--- config.mk ---
export PLATFORM = sky130hd
export DESIGN_NAME = reg_dump_tx_flat
export DESIGN_NICKNAME = d
export VERILOG_FILES = /design/src/rtl/dump_tx_pkg.sv /design/src/rtl/reg_dump_tx_if.sv /design/src/rtl/reg_dump_tx_fifo.sv /design/src/rtl/reg_dump_tx.sv /design/src/flat_wrapper.sv
export SDC_FILE = /design/constraint.sdc
export NUM_CORES = 1
export LEC_CHECK = 0
export BUFFER_PORTS_ARGS = -buffer_cell sky130_fd_sc_hd__buf_2
export CORE_MARGIN = 2
export CORE_UTILIZATION = 59
export DETAILED_ROUTE_END_ITERATION = 8
export PLACE_DENSITY_LB_ADDON = 0.05
export SLEW_MARGIN = 10
export SYNTH_ARGS = -nofsm -noshare
export SYNTH_HDL_FRONTEND = slang
export SYNTH_HIERARCHICAL = 1
export SYNTH_SLANG_ARGS = --single-unit
--- constraint.sdc ---
create_clock -name clock -period 3.4 [get_ports clock]
set_clock_uncertainty 0.05 [all_clocks]
set_input_delay 0.51 -clock clock [delete_from_list [all_inputs] [get_ports clock]]
set_output_delay 0.51 -clock clock [all_outputs]
set_load 0.01 [all_outputs]
--- src/rtl/dump_tx_pkg.sv ---
// Shared types and frame helpers for the register-dump transmitter.
// DUMP_TX_CKSUM_EN adds a fourth, XOR-checksum byte to every frame.
package dump_tx_pkg;

  localparam logic [3:0]  SYNC_NIBBLE = 4'h5;
  localparam int unsigned DUMP_W      = 20;

`ifdef DUMP_TX_CKSUM_EN
  localparam int unsigned FRAME_BYTES = 4;
  typedef enum logic [2:0] {
    IDLE  = 3'd0,
    BYTE0 = 3'd1,
    BYTE1 = 3'd2,
    BYTE2 = 3'd3,
    BYTE3 = 3'd4
  } tx_state_t;
  localparam tx_state_t LAST_BYTE = BYTE3;
`else
  localparam int unsigned FRAME_BYTES = 3;
  typedef enum logic [1:0] {
    IDLE  = 2'd0,
    BYTE0 = 2'd1,
    BYTE1 = 2'd2,
    BYTE2 = 2'd3
  } tx_state_t;
  localparam tx_state_t LAST_BYTE = BYTE2;
`endif

  typedef struct packed {
    logic [15:0] reg_data;
    logic [3:0]  reg_idx;
  } dump_word_t;

  function automatic logic [7:0] frame_cksum(input dump_word_t w);
    return {SYNC_NIBBLE, w.reg_idx} ^ w.reg_data[15:8] ^ w.reg_data[7:0];
  endfunction

  // Byte presented on the link while in state st; IDLE shows zero.
  function automatic logic [7:0] frame_byte(input tx_state_t st, input dump_word_t w);
    logic [7:0] b;
    b = 8'h00;
    case (st)
      IDLE:    b = 8'h00;
      BYTE0:   b = {SYNC_NIBBLE, w.reg_idx};
      BYTE1:   b = w.reg_data[15:8];
      BYTE2:   b = w.reg_data[7:0];
`ifdef DUMP_TX_CKSUM_EN
      BYTE3:   b = frame_cksum(w);
`endif
      default: b = 8'h00;
    endcase
    return b;
  endfunction

endpackage

--- src/rtl/reg_dump_tx_if.sv ---
// Dump-word input and byte-link output of the register-dump transmitter.
interface reg_dump_tx_if;
  import dump_tx_pkg::*;

  logic       dump_valid;
  dump_word_t dump_data;
  logic       tx_valid;
  logic [7:0] tx_data;
  logic       tx_ready;

  modport master (
    input  dump_valid,
    input  dump_data,
    input  tx_ready,
    output tx_valid,
    output tx_data
  );

  modport slave (
    output dump_valid,
    output dump_data,
    output tx_ready,
    input  tx_valid,
    input  tx_data
  );

endinterface

--- src/rtl/reg_dump_tx_fifo.sv ---
// Synchronous FIFO for dump words; a push while full is accepted only when a
// pop happens on the same edge. DEPTH must be a power of two so pointers wrap.
module dump_fifo #(
  parameter int unsigned WIDTH = 20,
  parameter int unsigned DEPTH = 4
) (
  input  logic                     clock,
  input  logic                     reset_n,
  input  logic                     push,
  input  logic                     pop,
  input  logic [WIDTH-1:0]         wr_data,
  output logic [WIDTH-1:0]         rd_data,
  output logic                     full,
  output logic                     empty,
  output logic [$clog2(DEPTH):0]   count
);

  localparam int unsigned PTR_W = $clog2(DEPTH);
  localparam int unsigned CNT_W = PTR_W + 1;
  localparam logic [CNT_W-1:0] FULL_CNT = CNT_W'(DEPTH);

  logic [WIDTH-1:0] mem_q [DEPTH];
  logic [PTR_W-1:0] wr_ptr_q, wr_ptr_d;
  logic [PTR_W-1:0] rd_ptr_q, rd_ptr_d;
  logic [CNT_W-1:0] count_q, count_d;
  logic             push_ok_s;
  logic             pop_ok_s;

  assign full    = (count_q == FULL_CNT);
  assign empty   = (count_q == {CNT_W{1'b0}});
  assign count   = count_q;
  assign rd_data = mem_q[rd_ptr_q];

  // Pointer and occupancy update.
  always_comb begin
    pop_ok_s  = pop && !empty;
    push_ok_s = push && (!full || pop_ok_s);
    wr_ptr_d  = push_ok_s ? (wr_ptr_q + PTR_W'(1)) : wr_ptr_q;
    rd_ptr_d  = pop_ok_s  ? (rd_ptr_q + PTR_W'(1)) : rd_ptr_q;
    count_d   = count_q;
    case ({push_ok_s, pop_ok_s})
      2'b10:   count_d = count_q + CNT_W'(1);
      2'b01:   count_d = count_q - CNT_W'(1);
      default: count_d = count_q;
    endcase
  end

  // Control state registers.
  always_ff @(posedge clock or negedge reset_n) begin
    if (!reset_n) begin
      wr_ptr_q <= {PTR_W{1'b0}};
      rd_ptr_q <= {PTR_W{1'b0}};
      count_q  <= {CNT_W{1'b0}};
    end else begin
      wr_ptr_q <= wr_ptr_d;
      rd_ptr_q <= rd_ptr_d;
      count_q  <= count_d;
    end
  end

  // Storage needs no reset: the count gates every read of it.
  always_ff @(posedge clock) begin
    if (push_ok_s) begin
      mem_q[wr_ptr_q] <= wr_data;
    end
  end

endmodule

--- src/rtl/reg_dump_tx.sv ---
// Register-dump transmitter: queues core dump words and sends each as a
// 3-byte frame (4 bytes with DUMP_TX_CKSUM_EN) on a valid/ready byte link.
module reg_dump_tx
  import dump_tx_pkg::*;
#(
  parameter int unsigned FIFO_DEPTH = 4
) (
  input  logic                          clock,
  input  logic                          reset_n,
  reg_dump_tx_if.master                 link,
  input  logic                          clear_overflow,
  output logic                          overflow,
  output logic [$clog2(FIFO_DEPTH):0]   fifo_count,
  output logic                          busy
);

  localparam int unsigned CNT_W = $clog2(FIFO_DEPTH) + 1;

  tx_state_t  state_q, state_d;
  dump_word_t frame_q, frame_d;
  logic [7:0] tx_data_q, tx_data_d;
  logic       tx_valid_q, tx_valid_d;
  logic       overflow_q, overflow_d;
  logic       pop_s;
  logic       drop_s;
  logic       fifo_full_s;
  logic       fifo_empty_s;
  dump_word_t head_s;

  dump_fifo #(
    .WIDTH (DUMP_W),
    .DEPTH (FIFO_DEPTH)
  ) u_fifo (
    .clock   (clock),
    .reset_n (reset_n),
    .push    (link.dump_valid),
    .pop     (pop_s),
    .wr_data (link.dump_data),
    .rd_data (head_s),
    .full    (fifo_full_s),
    .empty   (fifo_empty_s),
    .count   (fifo_count)
  );

  // Frame sequencing; the last accepted byte pops the next word with no bubble.
  always_comb begin
    state_d = state_q;
    pop_s   = 1'b0;
    case (state_q)
      IDLE: begin
        if (!fifo_empty_s) begin
          pop_s   = 1'b1;
          state_d = BYTE0;
        end else begin
          state_d = IDLE;
        end
      end
      BYTE0:   state_d = link.tx_ready ? BYTE1 : BYTE0;
      BYTE1:   state_d = link.tx_ready ? BYTE2 : BYTE1;
`ifdef DUMP_TX_CKSUM_EN
      BYTE2:   state_d = link.tx_ready ? BYTE3 : BYTE2;
`endif
      LAST_BYTE: begin
        if (link.tx_ready && !fifo_empty_s) begin
          pop_s   = 1'b1;
          state_d = BYTE0;
        end else if (link.tx_ready) begin
          state_d = IDLE;
        end else begin
          state_d = LAST_BYTE;
        end
      end
      default: state_d = IDLE;
    endcase
  end

  // Frame capture, registered link outputs and sticky overflow.
  always_comb begin
    frame_d    = pop_s ? head_s : frame_q;
    tx_valid_d = (state_d != IDLE);
    tx_data_d  = frame_byte(state_d, frame_d);
    drop_s     = link.dump_valid && fifo_full_s && !pop_s;
    if (drop_s) begin
      overflow_d = 1'b1;
    end else if (clear_overflow) begin
      overflow_d = 1'b0;
    end else begin
      overflow_d = overflow_q;
    end
  end

  // Transmitter state registers.
  always_ff @(posedge clock or negedge reset_n) begin
    if (!reset_n) begin
      state_q    <= IDLE;
      frame_q    <= '{reg_data: 16'h0000, reg_idx: 4'h0};
      tx_data_q  <= 8'h00;
      tx_valid_q <= 1'b0;
      overflow_q <= 1'b0;
    end else begin
      state_q    <= state_d;
      frame_q    <= frame_d;
      tx_data_q  <= tx_data_d;
      tx_valid_q <= tx_valid_d;
      overflow_q <= overflow_d;
    end
  end

  assign link.tx_valid = tx_valid_q;
  assign link.tx_data  = tx_data_q;
  assign overflow      = overflow_q;
  assign busy          = (state_q != IDLE) || (fifo_count != {CNT_W{1'b0}});

endmodule

--- src/flat_wrapper.sv ---
// flat-port wrapper written by rule: the top's interface ports become plain ports
module reg_dump_tx_flat import dump_tx_pkg::*;
#(
  parameter int unsigned FIFO_DEPTH = 4
)
  (clock, reset_n, clear_overflow, overflow, fifo_count, busy, link_dump_valid, link_dump_data, link_tx_ready, link_tx_valid, link_tx_data);
  reg_dump_tx_if link_i ();
  input  logic clock;
  input  logic reset_n;
  input  logic clear_overflow;
  output logic overflow;
  output logic [$clog2(FIFO_DEPTH):0] fifo_count;
  output logic busy;
  input wire logic [$bits(link_i.dump_valid)-1:0] link_dump_valid;
  input wire logic [$bits(link_i.dump_data)-1:0] link_dump_data;
  input wire logic [$bits(link_i.tx_ready)-1:0] link_tx_ready;
  output wire logic [$bits(link_i.tx_valid)-1:0] link_tx_valid;
  output wire logic [$bits(link_i.tx_data)-1:0] link_tx_data;
  assign link_i.dump_valid = link_dump_valid;
  assign link_i.dump_data = link_dump_data;
  assign link_i.tx_ready = link_tx_ready;
  assign link_tx_valid = link_i.tx_valid;
  assign link_tx_data = link_i.tx_data;
  reg_dump_tx #(.FIFO_DEPTH(FIFO_DEPTH)) u_core (.clock(clock), .reset_n(reset_n), .link(link_i), .clear_overflow(clear_overflow), .overflow(overflow), .fifo_count(fifo_count), .busy(busy));
endmodule
==> impl_results.md <==
- Status: complete, no violations
- Fraction of registers with async set/reset: 32.8%
- Global-route usage over all layers: 22.0%
- DRC: 0
- Slowest-stage cell, CP: dfrtp_1
- Vias: ~2600
- Top layer used by detailed routing: met4
- Final hold viol count: 0
- Main synth FF type: edfxtp_1
- Cells after Synth: roughly 280
- RSZ-0062 raised after global routing: false
- Multi-input logic area: between 1000 and 1500 um^2
- H-tree level count: 4
- Largest fanout on the critical path: 13
- Area Growth Syn to Fin: 21.3%
- 1st-pass router iterations: 4
- Clock sinks: about 120
- Power per cell area: 1030 nW/um^2
- Share of the synthesized area in the top cell type: 49.1%
- Post-synthesis sequential area ratio: roughly 69%
- GP Congestion: 0.763
- Setup tns final: 0 ns
- Slew of the pin with the lowest slew margin: 0.891 ns
- Yosys warns: 6
- Clk root buf: clkbuf_8
- DP HPWL: 5760 um
- Initial drt markers: 103
- GRT overflow: 0
- Final #Nets: 372
- Max-cap violations: 0
- Relative slew slack: 40.6%
- Hold_buf cts: 0
- Register area: 3380 um^2
- Critical path's largest stage delay: 0.49 ns
- # rows: 33
- Worst Path Buf+Inv: 3
- Worst vdd ir: 0.000493 V
- Met1 wire length: 4000 um
- Area after DPL: 5300 um^2
- Routed wl met2: between 4000 and 5000 um
- Library cells used by synthesis: 50
- Die ar.: 9040 um^2
- CP top delay family: simple AND/OR/NAND/NOR gates
- Clock transition at path regs: 0.06 ns
- First-pass GRT wire length: 14300 um
- Mapped Area: 4900 um^2
- Die Span Y: 95.1 um
- Vias/cell: 5.75
- Post-cts resize count: 0
- PortBufs: 38
- Design Area, Final: 5940 um^2
- Pin count of the biggest net entering global routing: 40
- Leakage power: ~0.0024 uW
- CP required: 3.71 ns
- Max Transition Viols Final: 0
- Final period util: slightly above 80%
- Post-route ant nets: 0
- Fill cell count: 481
- Setup CP Type: flop to flop
- Mean Syn Cell Area: ~17 um^2
- Critical Path AT: 3.10 ns
- Worst-Skew Late Latency: ~0.50 ns
- Critical path startpoint: u_core/u_fifo/count[2]
- Final setup vio count: 0
- Core Box Area: 8130 um^2
- Vias in the first global route: 2712
- Launching point of the worst reg2reg path: u_core/u_fifo/count[2]
- Die Span X: 95.1 um
- Syn nets: 316
- Cts bufs inserted: 17
- Drt total wl: 8910 um
- Yosys reg bits: 119
- Worst Setup Start Kind: flop
- Cells along the critical path: nor3_1 > buf_4 > nor2_1 > buf_4 > nand2_1 > inv_1 > nand2b_1 > or2_2 > fa_1 > nand2b_1 > o211ai_1 > o311ai_0
- Final critical-path required period: 2.79 ns
- Initial core utilization: 60.2%
- Fmax: about 360 MHz
- Most area-hungry cell type in the Yosys netlist: edfxtp_1
- Met3 routed WL: 341 um
- Clock tree buffer depth: 2
- Number of flops mapped to enable cells by yosys: 80
- Critical path capture point type: flop
- Buffer count from post-CTS setup fixing: 0
- Largest cells by area after synthesis: edfxtp_1, dfrtp_1, mux4_2
- Io pins: 39
- Layout cells sized above 1: 34.3%
- Ant. Diodes: 0
- Initial antenna violation count: 0
- Worst hold slack: between 0.08 and 0.09 ns
- CTS tree: done
- DR WL/cell: just under 20 um
- Hold Path Class: primary input to async pin
worst reg2reg max path: cells and delay by family, from the launching register on:
kind	cells	cell delay [ns]
and+or+nand+nor	6	0.87
buffers and inverters	3	0.56
DFF	1	0.49
adders and majority gates	1	0.37
AOI/OAI and AO/OA	2	0.30
path summary, 6_finish.rpt:
check                                    endpoint  slack [ns]  depth (start not counted)
setup / recovery           u_core/u_fifo/count[2]        0.61                         12
hold / removal                 u_core/frame_q[18]        0.08                          1
setup reg to reg           u_core/u_fifo/count[2]        0.61                         12
hold reg to reg                 u_core/frame_q[8]        0.43                          1
max in group asynchronous      u_core/frame_q[12]        2.66                          1
min in group clock                u_core/overflow        0.14                          2
report_power, final:
part           total [uW]  internal [uW]  switching (uW)
Clock                1900           1270             632
Combinational        2070            931            1130
Sequential           2160           2010             154
Total                6130           4210            1920
cells in the final DEF (no fill, tap or decap), types with 4 or more instances in the layout:
cell type  synthesis  final
and3_1             6      6
mux2i_1            9      9
buf_2              3     38
mux2_2             5      5
dfrtp_1           39     39
edfxtp_1          80     80
ha_1               9      9
a21boi_0           4      4
buf_12             0      5
o21ai_0            4      4
buf_4              2      6
nand3_1            5      5
xnor2_1            4      4
and2_1             4      4
inv_1             19     19
or2_2              5      5
mux4_2            20     20
bufinv_16          0      5
clkbuf_16          0     16
o221ai_1           8      8
synth_stat cells (2+ instances only):
cell type	n
xnor2_1	4
nor3_1	2
buf_2	3
o2bb2ai_1	2
mux2i_1	9
nand3b_1	2
o221ai_1	8
inv_1	19
and2_1	4
buf_4	2
o21bai_1	2
or2_2	5
clkbuf_1	6
ha_1	9
mux2_4	2
and3_1	6
edfxtp_1	80
nand3_1	5
mux2_2	5
mux4_2	20
a211oi_1	2
nand2_1	3
o21a_1	3
nand2b_1	2
o21ai_0	4
a21o_1	2
a21boi_0	4
o211a_1	2
a22oi_1	2
o2111ai_1	2
dfrtp_1	39
nor2_1	3
cells by family (layout without fill, tap and decap cells):
| group | after synthesis | in the layout | synth area share [%] |
|---|---|---|---|
| AOI/OAI and AO/OA | 41 | 41 | 6.95 |
| buffers and inverters | 33 | 102 | 2.96 |
| xor gates and xnor gates | 5 | 5 | 0.894 |
| and+or+nand+nor | 37 | 37 | 4.70 |
| muxes | 36 | 36 | 12.8 |
| adders and majority gates | 10 | 10 | 2.71 |
| DFF | 119 | 119 | 69.0 |
flip-flops by register name (all words and copies together), names as in the netlist:
| name | flops |
|---|---|
| u_core/state_q | 2 |
| u_core/u_fifo/count | 3 |
| u_core/frame_q | 20 |
| u_core/u_fifo/mem_q | 80 |
| u_core/u_fifo/rd_ptr_q | 2 |
| u_core/link.tx_data | 8 |
| u_core/u_fifo/wr_ptr_q | 2 |
| u_core/link.tx_valid | 1 |
| u_core/overflow | 1 |
final cells by class:
| type | instances | area share (%) |
|---|---|---|
| sequential | 119 | 56.9 |
| multi-input combinational | 129 | 23.1 |
| clock buffer | 18 | 7.04 |
| timing repair buffer | 49 | 5.65 |
| clock inverter | 14 | 3.73 |
| tap | 105 | 2.21 |
| inverter | 21 | 1.37 |
metrics by stage:
stage	power [uW]	utilization (%)	setup WS, ns	std cells
2_1_floorplan	3610	-	0.491	281
3_3_place_gp	4160	65.2	0.747	423
3_5_place_dp	4220	65.2	0.667	423
4_1_cts	6180	73.0	0.628	455
5_1_grt	6450	73.0	0.357	455
6_report	6130	73.0	0.608	455
metal layers:
metal | GRT usage [%] | vias to the layer above
li1 | - | 1201
met1 | 29.7 | 1341
met2 | 35.1 | 68
met3 | 6.72 | 7
met4 | 5.92 | 0
met5 | 0 | -
No activity file was read; power rests on OpenSTA's default activity.
